### config.mk
export PLATFORM = sky130hd
export DESIGN_NAME = fetch_stage
export DESIGN_NICKNAME = d
export VERILOG_FILES = /design/src/rtl/fetch_stage.sv
export SDC_FILE = /design/constraint.sdc
export NUM_CORES = 1
export LEC_CHECK = 0
export ABC_AREA = 1
export BUFFER_PORTS_ARGS = -buffer_cell sky130_fd_sc_hd__buf_2
export CAP_MARGIN = 5
export CORE_ASPECT_RATIO = 1.75
export CORE_MARGIN = 5
export CORE_UTILIZATION = 48
export CTS_BUF_LIST = sky130_fd_sc_hd__clkbuf_8
export DETAILED_ROUTE_END_ITERATION = 8
export PLACE_DENSITY = 0.78
export SLEW_MARGIN = 10
export SYNTH_ARGS = -nofsm -noshare
export SYNTH_HDL_FRONTEND = slang
export SYNTH_SLANG_ARGS = --single-unit
### constraint.sdc
create_clock -name clk -period 1.3 [get_ports clk]
set_input_delay 0.195 -clock clk [delete_from_list [all_inputs] [get_ports clk]]
set_output_delay 0.195 -clock clk [all_outputs]
set_load 0.05 [all_outputs]
### src/rtl/fetch_stage.sv
// Instruction-fetch stage: owns the PC, drives imem, fills the IF/ID register.
// Handles decode stalls, branch/jump redirects with one bubble, and HALT.
module fetch_stage #(
  parameter int unsigned   PC_W       = 8,
  parameter logic [PC_W-1:0] RESET_PC = '0,
  parameter logic [7:0]    HALT_INSTR = 8'hFF
) (
  input  logic            clk,
  input  logic            rst_n,
  input  logic            stall,
  input  logic            redirect_valid,
  input  logic [PC_W-1:0] redirect_pc,
  output logic [PC_W-1:0] imem_pc,
  input  logic [7:0]      imem_instr,
  output logic [7:0]      id_instr,
  output logic [PC_W-1:0] id_pc,
  output logic            id_valid,
  output logic            halted
);

  typedef enum logic [1:0] {
    BOOT = 2'd0,
    RUN  = 2'd1,
    HALT = 2'd2
  } state_t;

  typedef struct packed {
    logic [7:0]      instr;
    logic [PC_W-1:0] pc;
    logic            valid;
  } if_id_t;

  state_t          state, state_n;
  logic [PC_W-1:0] pc, pc_n;
  if_id_t          ifid, ifid_n;
  logic            halted_n;

  logic do_redir, do_stall, do_go;

  assign do_redir = redirect_valid;
  assign do_stall = !redirect_valid && stall;
  assign do_go    = !redirect_valid && !stall;

  always_ff @(posedge clk or negedge rst_n) begin
    if (!rst_n) begin
      state  <= BOOT;
      pc     <= RESET_PC;
      ifid   <= '0;
      halted <= 1'b0;
    end else begin
      state  <= state_n;
      pc     <= pc_n;
      ifid   <= ifid_n;
      halted <= halted_n;
    end
  end

  always_comb begin
    state_n  = state;
    pc_n     = pc;
    ifid_n   = ifid;
    halted_n = halted;
    unique case (state)
      BOOT: begin
        state_n = RUN;
        if (do_redir) begin
          pc_n         = redirect_pc;
          ifid_n.instr = 8'h00;
          ifid_n.valid = 1'b0;
        end
      end
      RUN: begin
        unique case (1'b1)
          do_redir: begin
            pc_n         = redirect_pc;
            ifid_n.instr = 8'h00;
            ifid_n.valid = 1'b0;
          end
          do_stall: ;
          do_go: begin
            ifid_n.instr = imem_instr;
            ifid_n.pc    = pc;
            ifid_n.valid = 1'b1;
            if (imem_instr == HALT_INSTR) begin
              halted_n = 1'b1;
              state_n  = HALT;
            end else begin
              pc_n = pc + 1'b1;
            end
          end
          default: ;
        endcase
      end
      HALT: begin
        unique case (1'b1)
          do_redir: begin
            pc_n         = redirect_pc;
            ifid_n.instr = 8'h00;
            ifid_n.valid = 1'b0;
            halted_n     = 1'b0;
            state_n      = RUN;
          end
          // HALT stays presented until decode accepts it
          do_stall: ;
          do_go: begin
            ifid_n.instr = 8'h00;
            ifid_n.valid = 1'b0;
          end
          default: ;
        endcase
      end
      default: state_n = BOOT;
    endcase
  end

  assign imem_pc  = pc;
  assign id_instr = ifid.instr;
  assign id_pc    = ifid.pc;
  assign id_valid = ifid.valid;

endmodule

==> results.yml <==
floorplan:
  initial_core_util_pct: 49.0
  ioPinCount: 46
  die_area_mm2: 0.00440
  die_w_um: 52.3
  num_rows: 27
  core_mm2: 0.00307
  die_h_um: 84.1
routing:
  drt_wl_total_um: 4110
  first_iter_violations: 25
  drt_pass1_iterations: 4
  ant_nets: 0
  route.detailed.drc: 0
  wl_per_cell_um: 13.2
  via_per_inst: 5.01
  via_count: 1559
grt:
  grt_pass1_wl_um: 6670
  grt_pass1_vias: 1601
  antenna_found_initial: 0
  grt_max_degree: 17
  grt.total_usage_pct: 19.6
  overflow: 0
logic_synthesis:
  synth.distinct_cells: 19
  yosys_warnings: 0
  syn_inst: 200
  avgSynthCellArea_um2: 7.53
  ys_seq_area_share_pct: 46.6
  synthesis.area_mm2: 0.00151
  ys_ff_latch: 28
  syn_nets: 225
cts:
  clockBufferDepth: 2
  cts_tree: "done"
  ctsHtreeMaxLevel: 1
  cts.sinks: 28
  cts_buffers: 3
  clockRootBuffer: "clkbuf_8"
  path_clk_slew_ns: 0.10
  insertion_delay_ns: 0.28
sta:
  fmax_mhz: 656
  clock_skew_ns: 0.00391
  fin_setup_tns_ns: -4.23
  slew_headroom_pct: 75.0
  final-hold-violation-count: 0
  worst_slack_ns: -0.225
  rsz0062_at_grt: "yes"
  period_needed_ns: 1.53
  finalCritPeriodShare_pct: 117
  tightest_slew_ns: 0.375
  setup_viol: 28
  slew_violations: 0
finish:
  layout_common_cells: "73 x nand2_1, 44 x buf_2, 26 x dfrtp_1"
  multi_input_area_um2: 857
  seq_area_um2: 703
  fillers: 243
  fin_cells: 311
  fin_area_mm2: 0.00225
  drive_gt1_share_pct: 43.7
  fin_nets: 294
  antenna_cells: 0
  syn_to_final_growth_pct: 49.8
  utilization_pct: 73.3
  layout_commonest_cell: "nand2_1"
power_and_ir_drop:
  total_power_mw: 6.30
  cellPowerDensity_mw_per_mm2: 2790
  p_leak_nw: 1.20
  vdd_drop_max_v: 0.00179
placed_design:
  dpl_cell_area_mm2: 0.00191
  place_inst: 299
  io_buffers: 45
  place.detailed.hpwl_um: 2770
  gp_congestion: 0.801
worst_setup_path:
  critical_path_required_ns: 1.48
  start_kind: "flop"
  arrival_ns: 1.71
  crit_fanout: 10
  crit_path_end_kind: "flop"
  criticalPathCategory: "reg2reg"
hold_path:
  worst_hold_path_type: "in2reg"
outcome:
  violations: "negative setup slack"
  outcome: "complete, but fails checks"
job:
  drv_cap: 0
## synthesized netlist by cell type
| library cell | n | share of area [%] |
|---|---|---|
| o211ai_2 | 1 | 0.83 |
| buf_4 | 2 | 1.0 |
| inv_1 | 17 | 4.2 |
| nand2_1 | 80 | 20 |
| nand2_2 | 1 | 0.42 |
| buf_6 | 2 | 1.5 |
| nand3_1 | 12 | 4.0 |
| inv_2 | 3 | 0.75 |
| nand3_2 | 1 | 0.67 |
| o21ai_1 | 4 | 1.3 |
| nor2_2 | 7 | 2.9 |
| nor2_1 | 16 | 4.0 |
| dfrtp_1 | 28 | 47 |
| o21ai_0 | 14 | 4.7 |
| ha_1 | 5 | 4.2 |
| or2_2 | 2 | 0.83 |
| nand4_1 | 2 | 0.83 |
| nor2_4 | 1 | 0.75 |
| a21oi_1 | 2 | 0.67 |
## per-layer routing
metal  global-route usage (%)  up-vias  routed length [um]
met4                     11.2        0                 184
met2                     34.5       54                2150
met1                     21.2      727                1540
met5                        0        -                   0
li1                         -      759                   -
met3                     2.50       19                 229
## critical path, cell delays in order (launching register included)
cell and delay [ns]:
dfrtp_1 0.40, inv_1 0.13, ha_4 0.20, nor2_4 0.17, nand2_1 0.08, nand2_2 0.06
nor2_2 0.04, nand2_2 0.09, buf_12 0.13, nor2_2 0.03, nand2_1 0.05, nand2_1 0.04
## final timing paths
check | cells after the start | startpoint | slack, ns | endpoint
setup / recovery | 11 | state[0] | -0.23 | imem_pc[4]
hold / removal | 3 | imem_instr[3] | 0.11 | id_instr[3]
setup reg to reg | 11 | state[0] | -0.23 | imem_pc[4]
hold reg to reg | 2 | id_instr[0] | 0.48 | id_instr[0]
max in group asynchronous | 3 | rst_n | 0.54 | id_instr[7]
min in group asynchronous | 2 | rst_n | 0.35 | id_pc[5]
## registers in the layout (all words and copies together), names as in the netlist
register	count
id_instr	8
id_pc	8
imem_pc	8
state	2
halted	1
id_valid	1
## per-stage QoR
step | hold slack [ns] | setup WS, ns
2_1_floorplan | -0.101 | -0.108
3_3_place_gp | 0.124 | -0.200
3_5_place_dp | 0.123 | -0.240
4_1_cts | 0.118 | -0.184
5_1_grt | 0.122 | -0.315
6_report | 0.115 | -0.225
## where the power goes
part           switching [mW]  leakage (nW)  total [mW]  internal, mW
clock                   0.275        0.0357       0.687         0.413
sequential              0.308         0.359        1.53          1.22
combinational            2.64         0.806        4.08          1.44
## cells by family after synthesis
logic type | synth area share, %
AO/OA/AOI/OAI | 7.48
flip-flops | 46.6
buffers and inverters | 7.48
adder cells (fa/ha/maj) | 4.16
AND/OR/NAND/NOR | 34.3
## cell type report
cell class	instances	share of cell area, %
Clock buffer	3	1.83
Tap cell	43	2.39
Sequential cell	28	31.2
Inverter	20	3.66
Timing Repair Buffer	68	21.6
Multi-Input combinational cell	148	38.0
Clock inverter	1	1.33
## repair_timing
action,in CTS,in global routing
cloned,1,0
hold buffers,1,0
endpoints found under the setup margin,28,29
endpoints found under the hold margin,13,0
resized for setup,39,20
pin swaps,19,4
setup buffers,5,1
(Power assumes the default switching activity.)
